<file path="config.mk">
export PLATFORM = sky130hd
export DESIGN_NAME = mem_port_arbiter
export DESIGN_NICKNAME = d
export VERILOG_FILES = /design/src/rtl/mem_port_arbiter.sv
export SDC_FILE = /design/constraint.sdc
export NUM_CORES = 1
export LEC_CHECK = 0
export BUFFER_PORTS_ARGS = -buffer_cell sky130_fd_sc_hd__buf_2
export CAP_MARGIN = 40
export CORE_MARGIN = 4
export CORE_UTILIZATION = 43
export CTS_BUF_LIST = sky130_fd_sc_hd__clkbuf_8
export DETAILED_ROUTE_END_ITERATION = 16
export GPL_ROUTABILITY_DRIVEN = 0
export PLACE_DENSITY = 0.78
export SKIP_LAST_GASP = 1
export SLEW_MARGIN = 20
export SYNTH_ARGS = -nofsm -noshare
export SYNTH_HDL_FRONTEND = slang
export SYNTH_SLANG_ARGS = --single-unit
</file>
<file path="constraint.sdc">
create_clock -name clk -period 1.93 [get_ports clk]
set_input_delay 0.2895 -clock clk [delete_from_list [all_inputs] [get_ports clk]]
set_output_delay 0.2895 -clock clk [all_outputs]
set_load 0.05 [all_outputs]
</file>
<file path="src/rtl/mem_port_arbiter.sv">
// Arbitrates one single-ported memory bus between the instruction-fetch and data ports.
// Data wins by default. A starvation counter forces a fetch through after STARVE_MAX data grants.
module mem_port_arbiter #(
  parameter int TIMEOUT    = 16,
  parameter int STARVE_MAX = 4
) (
  input  logic        clk,
  input  logic        reset,
  input  logic        if_req,
  input  logic [31:0] if_addr,
  input  logic        if_kill,
  output logic [31:0] if_inst,
  output logic        if_valid,
  output logic        if_fault,
  input  logic        d_req,
  input  logic        d_we,
  input  logic [3:0]  d_wmask,
  input  logic [31:0] d_addr,
  input  logic [31:0] d_wdata,
  output logic [31:0] d_rdata,
  output logic        d_stall,
  output logic        d_err,
  output logic        m_req,
  output logic        m_we,
  output logic [3:0]  m_wmask,
  output logic [31:0] m_addr,
  output logic [31:0] m_wdata,
  input  logic [31:0] m_rdata,
  input  logic        m_ack,
  input  logic        m_err
);

  localparam int TW = $clog2(TIMEOUT + 1);
  localparam int SW = $clog2(STARVE_MAX + 1);

  typedef enum logic [1:0] {S_IDLE, S_I_BUSY, S_D_BUSY, S_RESP} state_t;

  state_t      r_state, w_next;
  logic [SW-1:0] r_starve;
  logic [TW-1:0] r_tmo;
  logic        r_m_req, r_m_we, r_sel_i, r_err, r_killed;
  logic [3:0]  r_m_wmask;
  logic [31:0] r_m_addr, r_m_wdata, r_if_inst, r_d_rdata;

  logic w_i_pend, w_force_i, w_grant_d, w_grant_i, w_misalign;
  logic w_busy, w_timeout, w_done, w_fail, w_resp, w_d_done;

  always_comb begin
    w_i_pend   = if_req & ~if_kill;
    w_force_i  = w_i_pend & (r_starve == SW'(STARVE_MAX));
    w_grant_d  = (r_state == S_IDLE) & d_req & ~w_force_i;
    w_grant_i  = (r_state == S_IDLE) & w_i_pend & ~w_grant_d;
    w_misalign = (if_addr[1:0] != 2'b00);
    w_busy     = (r_state == S_I_BUSY) | (r_state == S_D_BUSY);
    w_timeout  = (r_tmo == TW'(TIMEOUT - 1));
    w_done     = w_busy & (m_err | m_ack | w_timeout);
    // m_err dominates m_ack; completing without either means the timeout fired.
    w_fail     = m_err | ~m_ack;
    w_resp     = (r_state == S_RESP);
    w_d_done   = w_resp & ~r_sel_i;
  end

  always_comb begin
    w_next = r_state;
    case (r_state)
      S_IDLE: begin
        if (w_grant_d)      w_next = S_D_BUSY;
        else if (w_grant_i) w_next = w_misalign ? S_RESP : S_I_BUSY;
      end
      S_I_BUSY, S_D_BUSY: if (w_done) w_next = S_RESP;
      S_RESP:             w_next = S_IDLE;
      default:            w_next = S_IDLE;
    endcase
  end

  always_ff @(posedge clk) begin
    if (reset) begin
      r_state   <= S_IDLE;
      r_starve  <= '0;
      r_tmo     <= '0;
      r_m_req   <= 1'b0;
      r_m_we    <= 1'b0;
      r_m_wmask <= 4'h0;
      r_m_addr  <= 32'h0;
      r_m_wdata <= 32'h0;
      r_sel_i   <= 1'b0;
      r_err     <= 1'b0;
      r_killed  <= 1'b0;
      r_if_inst <= 32'h0;
      r_d_rdata <= 32'h0;
    end else begin
      r_state <= w_next;

      if (!if_req || w_grant_i)
        r_starve <= '0;
      else if (w_grant_d && r_starve != SW'(STARVE_MAX))
        r_starve <= r_starve + SW'(1);

      if (w_grant_d) begin
        r_m_req   <= 1'b1;
        r_m_we    <= d_we;
        r_m_wmask <= d_wmask;
        r_m_addr  <= d_addr;
        r_m_wdata <= d_wdata;
        r_sel_i   <= 1'b0;
        r_err     <= 1'b0;
        r_killed  <= 1'b0;
        r_tmo     <= '0;
      end else if (w_grant_i) begin
        r_sel_i  <= 1'b1;
        r_killed <= 1'b0;
        r_tmo    <= '0;
        r_err    <= w_misalign;
        if (!w_misalign) begin
          r_m_req   <= 1'b1;
          r_m_we    <= 1'b0;
          r_m_wmask <= 4'hF;
          r_m_addr  <= if_addr;
          r_m_wdata <= 32'h0;
        end
      end else if (w_busy) begin
        if (w_done) begin
          r_m_req <= 1'b0;
          r_err   <= w_fail;
          if (!w_fail) begin
            if (r_sel_i)      r_if_inst <= m_rdata;
            else if (!r_m_we) r_d_rdata <= m_rdata;
          end
        end else begin
          r_tmo <= r_tmo + TW'(1);
        end
      end

      // A kill anywhere in the fetch's lifetime suppresses its response.
      if (r_state != S_IDLE && r_sel_i && if_kill)
        r_killed <= 1'b1;
    end
  end

  always_comb begin
    m_req    = r_m_req;
    m_we     = r_m_we;
    m_wmask  = r_m_wmask;
    m_addr   = r_m_addr;
    m_wdata  = r_m_wdata;
    if_inst  = r_if_inst;
    d_rdata  = r_d_rdata;
    if_valid = w_resp & r_sel_i & ~r_killed & ~if_kill;
    if_fault = if_valid & r_err;
    d_stall  = d_req & ~w_d_done;
    d_err    = w_d_done & r_err;
  end

endmodule

</file>
Word level (Yosys, flattened, before mapping) --
Index checks and enable logic that the tools add are counted.
Word-level totals: logic and storage cells 107, bits in registers 147, output and inout port bits 138
Operators by class: muxes and demuxes 28, equal/unequal tests 10, bitwise logic cells 29, add/subtract/negate cells 2, reduce and logical (&&, ||, !) cells 25
Operators by type and width (number):
- 32-bit 2-to-1 mux | 6
- 1-bit bitwise AND | 14
- 1-bit 2-to-1 mux | 14
- 4-bit 2-to-1 mux | 3
- 1-bit NOT | 11
- 2-bit nonzero test | 5
- 3-bit inequality test, second input constant | 3
- 3-bit nonzero test | 3
- 2-bit 2-to-1 mux | 4
- 2-bit AND reduction | 4
- 7-bit AND reduction | 1
- 2-bit case mux with 3 select lines | 1
- 6-bit AND reduction | 1
- 2-bit OR reduction | 3
- 5-bit by 1-bit adder with 5-bit output, second input constant | 1
- 5-bit by 4-bit == test with 1-bit output, second input constant | 1
- 2-bit == test, second input constant | 2
- 2-bit inequality test, second input constant | 2
- 1-bit OR | 4
- 3-bit by 1-bit adder with 3-bit output, second input constant | 1
- 3-bit == test, second input constant | 1
- 1-bit logical AND | 3
- 3-bit AND reduction | 1
- 3-bit OR reduction | 1
- other kinds (4) | 4

Depth between registers and ports, before layout --
depth after elaboration 10, depth in mapped cells 8, depth with buffers taken out 7

Worst setup path before layout --
Ideal clock, no wire load.
path kind register to output, start reg r_sel_i, end out if_fault, arrival time 2.768 ns, cell stages (with the launch flop) 4, data required time 1.640 ns, path buffers 0, setup slack -1.128 ns, cells stage by stage dfxtp_1 inv_1 nor4b_1 and2_1
On the way: longest elaborated chain between the ends 4
RTL lines:
- from (decl) | line 41 | logic r_m_req, r_m_we, r_sel_i, r_err, r_killed;
- from (signal assigned) | line 86 | r_sel_i <= 1'b0;
- from (signal assigned) | line 105 | r_sel_i <= 1'b0;
- from (signal assigned) | line 110 | r_sel_i <= 1'b1;
- 1-bit bitwise AND (3 in series) | line 148 | if_valid = w_resp & r_sel_i & ~r_killed & ~if_kill;
- net if_valid | line 13 | output logic if_valid,
- 1-bit bitwise AND | line 149 | if_fault = if_valid & r_err;
- to (decl) | line 14 | output logic if_fault,
The timed path passes the listed nets, and every way through them passes these cells.

Final worst setup path --
start reg r_state[0], end reg r_d_rdata[1] (netlist: d_rdata[1])
On the way: longest elaborated chain between the ends 7
RTL lines:
- from (decl) | line 38 | state_t r_state, w_next;
- from (signal assigned) | line 92 | r_state <= w_next;
- 2-bit logical NOT | line 51, 52
- 1-bit bitwise AND (2 in series) | line 51 | w_grant_d = (r_state == S_IDLE) & d_req & ~w_force_i;
- 1-bit NOT (no line)
- 1-bit bitwise AND | line 52 | w_grant_i = (r_state == S_IDLE) & w_i_pend & ~w_grant_d;
- 1-bit NOT (no line)
- 7-bit AND reduction (no line) (*)
- to (signal assigned) | line 127 | else if (!r_m_we) r_d_rdata <= m_rdata;
- to (decl) | line 43 | logic [31:0] r_m_addr, r_m_wdata, r_if_inst, r_d_rdata;
Every way passes the cells marked *; elsewhere a longest branch is shown, timed or not. A chain may end at the register's enable or synchronous reset.

==> flow_summary.ini <==
[power]
clockPowerShare_pct = 23.4
leakage_nw = 3.92
p_sw_w = 0.00436
power-per-cell-area_nw_per_um2 = 1360
p_seq_share_pct = 35.2
combPwrFrac_pct = 41.4
p_int_w = 0.00623
p_total_w = 0.0106
p_sw_share_pct = 41.2
ir_worst_vdd_v = 0.000734

[critical_path]
cpLargestDelayFamily = simple AND/OR/NAND/NOR gates
r2r_end = d_rdata[1]
slowest_delay_ps = 350
worst-path-max-fanout = 32
critPathSlowestCell = dfxtp_2
reg2reg_setup_slack_ps = 100
required_ps = 2260
r2r_cells = 7
startpoint_type = flip-flop
cp_cell_sequence = inv_1, ha_1, and3b_2, nand4_2, buf_12, mux2i_1, nor2_1
end_kind = flip-flop
crit_buf_inv = 2
worstPathArrival_ps = 2150
reg2reg_from = r_state[0]
crit_type = reg2reg

[synthesis]
synth_area_um2 = 5710
yosys.cell_types.count = 48
synth_top_area_share_pct = 51.5
ys_ff_latch = 147
synth.largest_area_cell = dfxtp_1
synth_ff_type = dfxtp_1
yosysSeqAreaShare_pct = 51.5
synthArstFlopShare_pct = 0
synth_warnings = 0
syn-mean-instance-area_um2 = 10.1
synth_area_leaders = dfxtp_1 (52%), mux2i_1 (11%), a21oi_1 (5.8%), a22o_1 (5.4%), nand2_1 (4.7%)
syn_inst = 563
synth_nets = 710
synth_edf_count = 0

[clock_tree]
clock_path_buffers = 2
cts_tree = done
clkSinkCount = 147
htreeDepth = 4
root_buffer = clkbuf_8
clk-insertion-delay-late_ps = 440
hold_buffers = 0
clkSlewWorstSetupHoldPaths_ps = 80
cts_made_buffers = 17

[global_route]
grt_overflow_total = 0
grt_antenna_before_repair = 0
grt_pass1_wl_mm = 24.9
grt_max_degree = 57
grt_pass1_vias = 5085
grt_usage_pct = 20.9

[sta]
slew-limit-headroom_pct = 74.9
worst_pin_slew_ps = 373
drv_slew = 0
hold_ws_ps = 54.6
fin_setup_tns_ps = 0
period_share_pct = 94.7
fmax_mhz = 547
min_period_ps = 1830
finalSetupViolCount = 0
clock_skew_ps = 18.1
hold_viol = 0
rsz0062_at_grt = true

[status]
status = finished, final reports clean

[worst_hold_path]
holdPathStages = 2
hold_start = d_wdata[27]
hp-class = in2reg
holdPathEnd = m_wdata[27]

[cells_and_area]
most-common-layout-cells = buf_2 (275), dfxtp_1 (145), nand2_1 (71)
drive_gt1_share_pct = 41.5
ff_latch_area_um2 = 2950
syn_to_final_growth_pct = 36.0
mostFrequentLayoutCell = buf_2
n_fill_cell = 1132
final_util_pct = 60.6
multi_input_area_um2 = 2510
finalNetCount = 983

[placement]
port_buffers = 277
dp.final_hpwl_mm = 12.0

[floorplanning]
start_util_pct = 44.5
dieArea_um2 = 15200
die_y_um = 123
rows = 41
die_w_um = 123
ios = 278
fp.coreArea_um2 = 12800

[route]
vias = 5166
drc = 0
firstDrtPassIters = 5
drtIter0Drc = 269
routed_via_density = 5.06
drtAntennaViolNets = 0
wl_mm = 16.6
routedWlPerCell_um = 16.2

[job]
maxCapViolCount = 0
-- power by group through the flow --
stage	Clock [W]	Combinational, W	Sequential (W)
after floorplan	0	0.00188	0.00520
after global placement	0	0.00428	0.00377
after detailed placement	0	0.00432	0.00378
after CTS	0.00254	0.00433	0.00372
after global routing	0.00268	0.00467	0.00378
final	0.00247	0.00439	0.00373
-- sequential cells by signal, indices dropped and copies added, names as in the netlist --
| name | count |
|---|---|
| r_tmo | 5 |
| r_state | 2 |
| if_inst | 32 |
| m_we | 1 |
| r_starve | 3 |
| m_req | 1 |
| r_killed | 1 |
| r_sel_i | 1 |
| d_rdata | 32 |
| r_err | 1 |
| m_wmask | 4 |
| m_addr | 32 |
| m_wdata | 32 |
-- routing by layer --
metal / share of wire [%] / up-vias / track usage (%)
li1: - / 2554 / -
met1: 39 / 2380 / 23.8
met2: 49 / 214 / 34.8
met3: 10 / 18 / 9.15
met4: 1.4 / 0 / 7.34
met5: 0 / - / 0
-- worst max path at each step --
stage / start / end / depth (start not counted)
2_1_floorplan: r_tmo[0] / r_state[0] / 7
3_3_place_gp: r_tmo[0] / r_tmo[3] / 8
3_5_place_dp: r_state[0] / d_rdata[10] / 7
4_1_cts: r_state[0] / if_fault / 4
5_1_grt: r_state[0] / if_fault / 4
6_report: r_state[0] / d_rdata[1] / 7
-- logic make-up after synthesis --
kind of cell             count (synthesis)  share of synthesized area, %
AO/OA/AOI/OAI                          153                          19.2
flip-flops                             147                          51.5
AND/OR/NAND/NOR                        139                          10.6
multiplexers                            64                          11.2
buffers and inverters                   48                          5.23
adder cells (fa/ha/maj)                  7                          1.53
XOR/XNOR                                 5                         0.767
-- per-stage QoR --
step / area (um^2) / setup slack, ps / std cells
global placement: 7310 / 140 / 988
global route: 7770 / -34.0 / 1020
CTS: 7720 / 13.4 / 1019
finish: 7770 / 102 / 1021
detailed placement: 7310 / 97.9 / 988
floorplan: 5730 / 68.1 / 563
-- worst reg2reg max path, cell delays in order, from the launching register on --
cell	delay (ps)
dfxtp_2	350
inv_1	60
ha_1	340
and3b_2	270
nand4_2	120
buf_12	250
mux2i_1	260
nor2_1	60
-- cell type report --
type,count,area share [%]
multi-input cells,368,32.3
diodes,1,0.0322
clock inverters,13,2.06
inverters,9,0.435
clock buffers,18,3.19
flip-flops and latches,147,37.9
repair buffers,293,21.3
well taps,172,2.77
-- Yosys cell counts, types with 2 or more instances --
library cell    n
o31ai_1         2
xor2_1          3
and3_1          2
mux2i_1        64
dfxtp_1       147
o211ai_1        2
buf_6           4
ha_1            7
a211oi_1       28
a31oi_1         2
a21oi_2         2
xnor2_1         2
inv_1           8
a211oi_2        4
buf_4           7
nor2_1         47
and2_1          2
nand2b_1        2
o221a_2         4
clkbuf_1       10
nand2_1        72
buf_2          15
nand3_1         2
a22o_1         35
buf_12          2
a21oi_1        66
-- what timing repair did --
item / CTS / global route
endpoints found under the setup margin: 1 / 78
gates resized for setup: 3 / 8
buffers inserted: 0 / 0
gates cloned: 0 / 1
pin swaps: 0 / 0
Note: power is estimated with default switching activity, not from simulation.
